<file path="src/rtl/ddc_out_pkg.sv">
// rtl/ddc_out_pkg.sv - shared types and width-derived constants for the DDC output serializer
//
// Contents:
//   out_state_e  : output FSM states (IDLE, SEND_I, SEND_Q)
//   iq_pair_t    : FIFO entry layout {I, Q} at the default output width
//   round_const  : rounding offset, 1 << (in_w - out_w - 1)
//   sat_max      : largest positive out_w-bit two's complement value
package ddc_out_pkg;

  localparam int DEF_FILTER_W = 18;
  localparam int DEF_OUT_W    = 16;

  typedef enum logic [1:0] {
    IDLE   = 2'd0,
    SEND_I = 2'd1,
    SEND_Q = 2'd2
  } out_state_e;

  // I occupies the upper half of a packed entry, Q the lower half.
  typedef struct packed {
    logic [DEF_OUT_W-1:0] i;
    logic [DEF_OUT_W-1:0] q;
  } iq_pair_t;

  function automatic logic [31:0] round_const(input int in_w, input int out_w);
    return 32'd1 << (in_w - out_w - 1);
  endfunction

  function automatic logic [31:0] sat_max(input int out_w);
    return (32'd1 << (out_w - 1)) - 32'd1;
  endfunction

endpackage

</file>
<file path="src/rtl/ddc_out_fifo.sv">
// rtl/ddc_out_fifo.sv - synchronous pointer FIFO holding packed I/Q pairs
//
// Ports:
//   clk, rst_param : clock, asynchronous active-low reset
//   wr_en, wr_data : write request and entry
//   rd_en          : pop the head entry (ignored when empty)
//   rd_data        : current head entry
//   empty          : no entries stored
//   level          : entries stored, 0 .. 2^AW
//   drop           : write request refused because full with no pop
module ddc_out_fifo #(
  parameter int DW = 32,
  parameter int AW = 2
) (
  input  logic          clk,
  input  logic          rst_param,
  input  logic          wr_en,
  input  logic [DW-1:0] wr_data,
  input  logic          rd_en,
  output logic [DW-1:0] rd_data,
  output logic          empty,
  output logic [AW:0]   level,
  output logic          drop
);

  localparam int DEPTH = 1 << AW;

  logic [DW-1:0] mem_q [DEPTH];
  logic [AW-1:0] wr_ptr_q, wr_ptr_d;
  logic [AW-1:0] rd_ptr_q, rd_ptr_d;
  logic [AW:0]   level_q, level_d;
  logic          full;
  logic          wr_ok;
  logic          rd_ok;

  assign full  = (level_q == (AW+1)'(DEPTH));
  assign empty = (level_q == '0);
  assign rd_ok = rd_en && !empty;
  // A pop in the same cycle frees the slot, so a write on full is still taken.
  assign wr_ok = wr_en && (!full || rd_ok);
  assign drop  = wr_en && !wr_ok;

  always_comb begin
    wr_ptr_d = wr_ok ? wr_ptr_q + 1'b1 : wr_ptr_q;
    rd_ptr_d = rd_ok ? rd_ptr_q + 1'b1 : rd_ptr_q;
    level_d  = level_q + (AW+1)'(wr_ok) - (AW+1)'(rd_ok);
  end

  always_ff @(posedge clk or negedge rst_param) begin
    if (!rst_param) begin
      wr_ptr_q <= '0;
      rd_ptr_q <= '0;
      level_q  <= '0;
    end else begin
      wr_ptr_q <= wr_ptr_d;
      rd_ptr_q <= rd_ptr_d;
      level_q  <= level_d;
    end
  end

  always_ff @(posedge clk) begin
    if (wr_ok) begin
      mem_q[wr_ptr_q] <= wr_data;
    end
  end

  assign rd_data = mem_q[rd_ptr_q];
  assign level   = level_q;

endmodule

</file>
<file path="src/rtl/ddc_out_serializer.sv">
// rtl/ddc_out_serializer.sv - pairs I/Q samples, rounds/saturates, buffers and serializes I then Q
//
// Optional build macro DDC_OUT_TEST_PATTERN_EN adds input test_mode, which replaces
// each completed pair with an internal counter (I = cnt, Q = ~cnt).
//
// Ports:
//   clk, rst_param     : clock, asynchronous active-low reset
//   out_enable         : allows the output FSM to start a pair
//   clr_status         : clears fifo_ovf and pair_err (a coincident set wins)
//   i_data, i_flag     : I sample and strobe
//   q_data, q_flag     : Q sample and strobe
//   dout, dout_valid   : serialized sample and qualifier
//   dout_iq            : 0 = I beat, 1 = Q beat
//   fifo_level         : pairs stored
//   fifo_ovf, pair_err : sticky error flags
module ddc_out_serializer
  import ddc_out_pkg::*;
#(
  parameter int FILTERBITWIDTH = 18,
  parameter int OUTBITWIDTH    = 16,
  parameter int FIFO_AW        = 2
) (
  input  logic                      clk,
  input  logic                      rst_param,
  input  logic                      out_enable,
  input  logic                      clr_status,
`ifdef DDC_OUT_TEST_PATTERN_EN
  input  logic                      test_mode,
`endif
  input  logic [FILTERBITWIDTH-1:0] i_data,
  input  logic                      i_flag,
  input  logic [FILTERBITWIDTH-1:0] q_data,
  input  logic                      q_flag,
  output logic [OUTBITWIDTH-1:0]    dout,
  output logic                      dout_valid,
  output logic                      dout_iq,
  output logic [FIFO_AW:0]          fifo_level,
  output logic                      fifo_ovf,
  output logic                      pair_err
);

  localparam int FW = FILTERBITWIDTH;
  localparam int OW = OUTBITWIDTH;
  localparam logic [FW:0]   RND_CONST = (FW+1)'(round_const(FW, OW));
  localparam logic [OW-1:0] SAT_MAX   = OW'(sat_max(OW));

  // Sign-extend by one bit so the rounding add cannot wrap; only a positive
  // input can carry into the sign position, which is what gets saturated.
  function automatic logic [OW-1:0] round_sat(input logic [FW-1:0] x);
    logic [FW:0] sum;
    sum = {x[FW-1], x} + RND_CONST;
    if (!sum[FW] && sum[FW-1]) begin
      return SAT_MAX;
    end
    return OW'(sum >> (FW - OW));
  endfunction

  // Pairing, rounding stage and sticky flags
  logic [FW-1:0] hold_i_q, hold_i_d;
  logic [FW-1:0] hold_q_q, hold_q_d;
  logic          hold_i_vld_q, hold_i_vld_d;
  logic          hold_q_vld_q, hold_q_vld_d;
  logic [OW-1:0] rnd_i_q, rnd_i_d;
  logic [OW-1:0] rnd_q_q, rnd_q_d;
  logic          rnd_vld_q, rnd_vld_d;
  logic          fifo_ovf_q, fifo_ovf_d;
  logic          pair_err_q, pair_err_d;
  logic          pair_done;
  logic          pair_err_set;
  logic [OW-1:0] sel_i;
  logic [OW-1:0] sel_q;

  logic              fifo_rd;
  logic [2*OW-1:0]   fifo_head;
  logic              fifo_empty;
  logic              fifo_drop;
  logic [FIFO_AW:0]  fifo_level_w;

  assign pair_done = hold_i_vld_q && hold_q_vld_q;

  // A repeat strobe before the partner arrives loses the earlier sample.
  assign pair_err_set = (i_flag && hold_i_vld_q && !hold_q_vld_q) ||
                        (q_flag && hold_q_vld_q && !hold_i_vld_q);

`ifdef DDC_OUT_TEST_PATTERN_EN
  logic [OW-1:0] tp_cnt_q, tp_cnt_d;

  always_comb begin
    tp_cnt_d = pair_done ? tp_cnt_q + 1'b1 : tp_cnt_q;
    sel_i    = test_mode ? tp_cnt_q  : round_sat(hold_i_q);
    sel_q    = test_mode ? ~tp_cnt_q : round_sat(hold_q_q);
  end

  always_ff @(posedge clk or negedge rst_param) begin
    if (!rst_param) begin
      tp_cnt_q <= '0;
    end else begin
      tp_cnt_q <= tp_cnt_d;
    end
  end
`else
  always_comb begin
    sel_i = round_sat(hold_i_q);
    sel_q = round_sat(hold_q_q);
  end
`endif

  always_comb begin
    hold_i_d     = i_flag ? i_data : hold_i_q;
    hold_q_d     = q_flag ? q_data : hold_q_q;
    // A strobe landing in the completion cycle starts the next pair.
    hold_i_vld_d = i_flag || (hold_i_vld_q && !pair_done);
    hold_q_vld_d = q_flag || (hold_q_vld_q && !pair_done);
    rnd_vld_d    = pair_done;
    rnd_i_d      = pair_done ? sel_i : rnd_i_q;
    rnd_q_d      = pair_done ? sel_q : rnd_q_q;
    fifo_ovf_d   = fifo_drop    ? 1'b1 : (clr_status ? 1'b0 : fifo_ovf_q);
    pair_err_d   = pair_err_set ? 1'b1 : (clr_status ? 1'b0 : pair_err_q);
  end

  always_ff @(posedge clk or negedge rst_param) begin
    if (!rst_param) begin
      hold_i_q     <= '0;
      hold_q_q     <= '0;
      hold_i_vld_q <= 1'b0;
      hold_q_vld_q <= 1'b0;
      rnd_i_q      <= '0;
      rnd_q_q      <= '0;
      rnd_vld_q    <= 1'b0;
      fifo_ovf_q   <= 1'b0;
      pair_err_q   <= 1'b0;
    end else begin
      hold_i_q     <= hold_i_d;
      hold_q_q     <= hold_q_d;
      hold_i_vld_q <= hold_i_vld_d;
      hold_q_vld_q <= hold_q_vld_d;
      rnd_i_q      <= rnd_i_d;
      rnd_q_q      <= rnd_q_d;
      rnd_vld_q    <= rnd_vld_d;
      fifo_ovf_q   <= fifo_ovf_d;
      pair_err_q   <= pair_err_d;
    end
  end

  ddc_out_fifo #(
    .DW (2*OW),
    .AW (FIFO_AW)
  ) u_fifo (
    .clk       (clk),
    .rst_param (rst_param),
    .wr_en     (rnd_vld_q),
    .wr_data   ({rnd_i_q, rnd_q_q}),
    .rd_en     (fifo_rd),
    .rd_data   (fifo_head),
    .empty     (fifo_empty),
    .level     (fifo_level_w),
    .drop      (fifo_drop)
  );

  // Output FSM
  out_state_e state_q, state_d;
  logic       dout_valid_q, dout_valid_d;
  logic       dout_iq_q, dout_iq_d;

  always_comb begin
    state_d = state_q;
    fifo_rd = 1'b0;
    unique case (state_q)
      IDLE: begin
        if (!fifo_empty && out_enable) begin
          state_d = SEND_I;
        end
      end
      SEND_I: begin
        state_d = SEND_Q;
      end
      SEND_Q: begin
        fifo_rd = 1'b1;
        // Occupancy after this pop, counting a write landing in the same cycle.
        if (((fifo_level_w > (FIFO_AW+1)'(1)) || rnd_vld_q) && out_enable) begin
          state_d = SEND_I;
        end else begin
          state_d = IDLE;
        end
      end
      default: begin
        state_d = IDLE;
      end
    endcase
    dout_valid_d = (state_d != IDLE);
    dout_iq_d    = (state_d == SEND_Q);
  end

  always_ff @(posedge clk or negedge rst_param) begin
    if (!rst_param) begin
      state_q      <= IDLE;
      dout_valid_q <= 1'b0;
      dout_iq_q    <= 1'b0;
    end else begin
      state_q      <= state_d;
      dout_valid_q <= dout_valid_d;
      dout_iq_q    <= dout_iq_d;
    end
  end

  // The head entry stays put until the SEND_Q pop, so both beats read it directly.
  always_comb begin
    dout = '0;
    if (dout_valid_q) begin
      dout = dout_iq_q ? fifo_head[OW-1:0] : fifo_head[2*OW-1:OW];
    end
  end

  assign dout_valid = dout_valid_q;
  assign dout_iq    = dout_iq_q;
  assign fifo_level = fifo_level_w;
  assign fifo_ovf   = fifo_ovf_q;
  assign pair_err   = pair_err_q;

endmodule
</file>
<file path="config.mk">
export PLATFORM = sky130hd
export DESIGN_NAME = ddc_out_serializer
export DESIGN_NICKNAME = d
export VERILOG_FILES = /design/src/rtl/ddc_out_pkg.sv /design/src/rtl/ddc_out_fifo.sv /design/src/rtl/ddc_out_serializer.sv
export SDC_FILE = /design/constraint.sdc
export NUM_CORES = 1
export LEC_CHECK = 0
export ABC_CLOCK_PERIOD_IN_PS = 2700
export BUFFER_PORTS_ARGS = -buffer_cell sky130_fd_sc_hd__buf_2
export CORE_UTILIZATION = 55
export DETAILED_ROUTE_END_ITERATION = 10
export PLACE_DENSITY = 0.74
export SYNTH_ARGS = -nofsm -noshare
export SYNTH_HDL_FRONTEND = slang
export SYNTH_SLANG_ARGS = --single-unit
export TNS_END_PERCENT = 10
</file>
<file path="constraint.sdc">
create_clock -name clk -period 2.7 [get_ports clk]
set_input_delay 0 -clock clk [delete_from_list [all_inputs] [get_ports clk]]
set_output_delay 0 -clock clk [all_outputs]
set_load 0.1 [all_outputs]
</file>
==> summary.txt <==
STA
  – Pins over their slew limit: 0
  – Worst Tran Pin Value: 1.04 ns
  – Fraction of the cycle the final worst path needs: 87.9%
  – Final hold vios: 0
  – Endpoints failing setup: 0
  – Accumulated negative setup slack: 0 ns
  – Peak clock frequency supported by timing: 421 MHz
  – Slew Limit Headroom: between 30% and 40%
  – Setup repair after global routing missed its margin: no
  – Minimum clock period after layout: between 2 and 2.5 ns
  – Clock Skews: 0.00650 ns
  – Setup slack of the critical path after layout: 0.326 ns

Pwr
  – Proportion of total power due to net switching: 37.3%
  – Part of the power in registers: 40.3%
  – VDD IR max: 0.912 mV
  – Internal Dissipation: 7.02 mW
  – Clk network pwr share: 25.9%
  – Switching power: 4.17 mW
  – Comb power frac: 33.8%
  – Power density over the cells: 1080 nW/µm²
  – Reported leakage power: slightly below 4 nW

Yosys
  – Multiplexer share of the synthesized area: 14.4%
  – Synthesized netlist net count: 600
  – Count of flip-flops with a built-in enable after synthesis: 128
  – Compound-Gate Fraction of Synth Area: 3.93%
  – Yosys warnings: 0
  – Dominant combinational cell family by area after synthesis: multiplexers
  – Synth Cell Area: 8700 µm²
  – Area fraction of the dominant cell type after synthesis: about 44%
  – Ys async rst share: 38.8%
  – Dominant register cell in the synthesized netlist: sky130_fd_sc_hd__edfxtp_1
  – Share of synthesized cell area in and, or, nand and nor gates: 7.62%
  – Post-Synth Adder-Cell Area: 1.52%
  – Register bit count reported by yosys: 209
  – Register area share after synthesis: between 60% and 70%
  – Cell variety after synth: 44
  – Instance count of the mapped netlist: 548
  – Ranking of synthesized cells by area: sky130_fd_sc_hd__edfxtp_1, sky130_fd_sc_hd__dfrtp_1, sky130_fd_sc_hd__mux4_2
  – Cell type with the highest aggregate area in the netlist: sky130_fd_sc_hd__edfxtp_1
  – Post-synthesis share of cell area spent on xor and xnor gates: around 3.0%
  – Mean instance size in the synthesized netlist: 15.9 µm²

Die
  – Num ports: 65
  – Floorplan die height: 128 µm
  – Die area: 16300 µm²
  – # rows: 45
  – Die width: 128 µm
  – Initial cell density of the core: a little under three fifths
  – Area of the core: 15300 µm²

Placement
  – Post-detailed-placement half-perimeter wirelength: 10.3 mm
  – Number of port buffers: 62
  – Final GP Congestion: 0.841
  – Area after detailed placement: between 9000 and 10000 µm²
  – Worst slack at placement: 0.568 ns

Global route
  – Antenna violations before repair: 0
  – GR Overflow Total: 0
  – Wire length of the first global-routing pass: between 20 and 30 mm
  – Pin count of the biggest net entering global routing: a little over 80
  – Overall global routing resource usage: 21.6%
  – Number of global-route vias before repair: 5066

Clocking
  – Root buffer cell: sky130_fd_sc_hd__clkbuf_16
  – TritonCTS Sinks: 209
  – Largest buffer count on any clock path: 3
  – Clock network latency to the later pin of the worst-skew pair: 0.49 ns
  – Number of H-tree levels: 1
  – Number of setup buffers added after CTS: 0
  – # hold bufs at CTS: 41
  – Number of gates resized after CTS: 0
  – Total clock buffers created by CTS: 22
  – Clk slew on worst S/H paths: ~0.06 ns
  – TritonCTS clock tree: done

Worst setup path
  – Cell count of the worst reg-to-reg path: 8
  – Startpoint of the lowest-slack register-to-register path: u_fifo.level[1]
  – Beginning of the critical path: u_fifo.rd_ptr_q[0]
  – Critical path capture point: dout[15]
  – Required time reported for the critical path endpoint: 2.70 ns
  – Type of the worst setup path: reg -> out
  – Endpoint arrival time on the critical path: 2.37 ns
  – Critical path capture point type: output pin
  – Largest fanout on the critical path: 34
  – CP startpoint kind: flip-flop
  – Slack of the worst reg-to-reg path: 0.52 ns
  – Reg-to-reg endpoint: u_fifo.level[2]

Detailed routing
  – Via-to-Cell Ratio: around 5.6
  – Highest routing layer actually used: met4
  – Detailed-route DRC error count: 0
  – Iteration-0 DRC count of the detailed router: a little over 400
  – DRT antenna net count: 0
  – Aggregate routed wire length: 16.9 mm
  – Met2 WL post-DR: around 8.7 mm
  – Via count: about 5.0k
  – Drt first pass iters: 4
  – WL per Instance: 19.0 µm
  – DR WL met3: 925 µm
  – Met1 Wirelength: 7.05 mm

Final layout
  – Area growth from synthesis to final layout: 19.3%
  – Post-route standard cell area excluding fillers: between 10000 and 15000 µm²
  – Number of nets in the layout: 711
  – Ant. Diodes: 0
  – Share of final-layout standard cells stronger than drive strength 1: 27.4%

Job
  – Maximum Capacitance Violations: 0

Worst hold path
  – Hold crit path type: in -> async

Outcome
  – Run status: finished clean
cells by family after synthesis:
kind of cell | after synthesis
flops | 209
simple gates | 122
mux | 81
compound gates | 55
buf+inv | 41
xor+xnor | 30
fa+ha+maj | 10
cell usage after synthesis, drive strengths merged (9+ instances only):
library cell	number
mux2i	16
ha	9
xor2	15
dfrtp	81
nand2	17
clkbuf	11
nor2	35
a21oi	14
buf	14
nand4	10
nand3	15
nor2b	16
edfxtp	128
inv	15
mux4	32
xnor2	15
mux2	33
a31oi	22
state kept, by name (all words and copies together), names as in the netlist, 2 cells and up:
signal,flops
u_fifo.wr_ptr_q,2
u_fifo.rd_ptr_q,2
u_fifo.level,3
u_fifo.mem_q,128
hold_q_q,17
rnd_i_q,16
rnd_q_q,16
hold_i_q,17
cell type report:
type                            instances  area, µm²
Sequential cell                       209       5870
Inverter                               16       60.1
Clock inverter                         16        125
Timing Repair Buffer                  112        803
Fill cell                            1060       4940
Tap cell                              211        264
Clock buffer                           24        579
Multi-Input combinational cell        298       2670
metal layers:
layer	vias up	global-route usage (%)
met5	-	0
met4	0	4.50
met3	19	3.76
met2	130	38.2
met1	2491	28.3
li1	2314	-
power groups by stage:
stage | combinational [mW] | sequential, mW | clock, mW
finish | 3.79 | 4.50 | 2.90
global route | 4.02 | 4.57 | 3.11
CTS | 3.84 | 4.51 | 2.97
detailed placement | 3.78 | 4.56 | 0
global placement | 3.71 | 4.50 | 0
floorplan | 2.83 | 4.69 | 0
through the flow:
stage          std cells  util [%]  total power [mW]  hold slack, ns
6_report             886      67.8              11.2           0.207
5_1_grt              886      67.8              11.7           0.261
4_1_cts              886      67.8              11.3           0.252
3_5_place_dp         805      60.5              8.34           0.219
3_3_place_gp         805      60.5              8.22           0.209
2_1_floorplan        548         -              7.53          -0.296
critical path, cell delays in order (launching register included):
cell                      delay [ns]
sky130_fd_sc_hd__dfrtp_2        0.38
sky130_fd_sc_hd__buf_12         0.27
sky130_fd_sc_hd__mux4_2         0.55
sky130_fd_sc_hd__mux2i_1        0.28
sky130_fd_sc_hd__nor2b_1        0.08
sky130_fd_sc_hd__buf_2          0.30
layout by cell type, fill, tap and decap left out, types with 3 or more instances in the layout:
| cell | n |
|---|---|
| sky130_fd_sc_hd__clkbuf_16 | 23 |
| sky130_fd_sc_hd__dfrtp_1 | 80 |
| sky130_fd_sc_hd__nor3_1 | 3 |
| sky130_fd_sc_hd__clkinv_2 | 6 |
| sky130_fd_sc_hd__and4_1 | 3 |
| sky130_fd_sc_hd__clkinv_1 | 8 |
| sky130_fd_sc_hd__dlygate4sd3_1 | 41 |
| sky130_fd_sc_hd__mux2i_1 | 16 |
| sky130_fd_sc_hd__edfxtp_1 | 128 |
| sky130_fd_sc_hd__xor2_1 | 15 |
| sky130_fd_sc_hd__mux4_2 | 32 |
| sky130_fd_sc_hd__inv_1 | 15 |
| sky130_fd_sc_hd__nand4_1 | 9 |
| sky130_fd_sc_hd__nor2b_1 | 8 |
| sky130_fd_sc_hd__nand2_1 | 17 |
| sky130_fd_sc_hd__o21ai_0 | 8 |
| sky130_fd_sc_hd__mux2_2 | 33 |
| sky130_fd_sc_hd__buf_4 | 9 |
| sky130_fd_sc_hd__buf_2 | 61 |
| sky130_fd_sc_hd__nand3_1 | 13 |
| sky130_fd_sc_hd__nor2b_2 | 8 |
| sky130_fd_sc_hd__nor2_1 | 35 |
| sky130_fd_sc_hd__and2_1 | 6 |
| sky130_fd_sc_hd__xnor2_1 | 15 |
| sky130_fd_sc_hd__a21oi_1 | 14 |
| sky130_fd_sc_hd__a31oi_1 | 22 |
| sky130_fd_sc_hd__ha_1 | 9 |
| sky130_fd_sc_hd__nor4_1 | 6 |
how the worst min path moves through the flow:
stage	startpoint	to	slack [ns]	cells after the start
3_5_place_dp	q_data[10]	hold_q_q[10]	0.22	3
5_1_grt	i_data[1]	hold_i_q[1]	0.26	3
6_report	rst_param	u_fifo.rd_ptr_q[1]	0.21	2
2_1_floorplan	rst_param	dout_iq	-0.30	0
3_3_place_gp	rst_param	u_fifo.rd_ptr_q[1]	0.21	1
4_1_cts	i_data[9]	hold_i_q[9]	0.25	3
(Power assumes the default switching activity.)
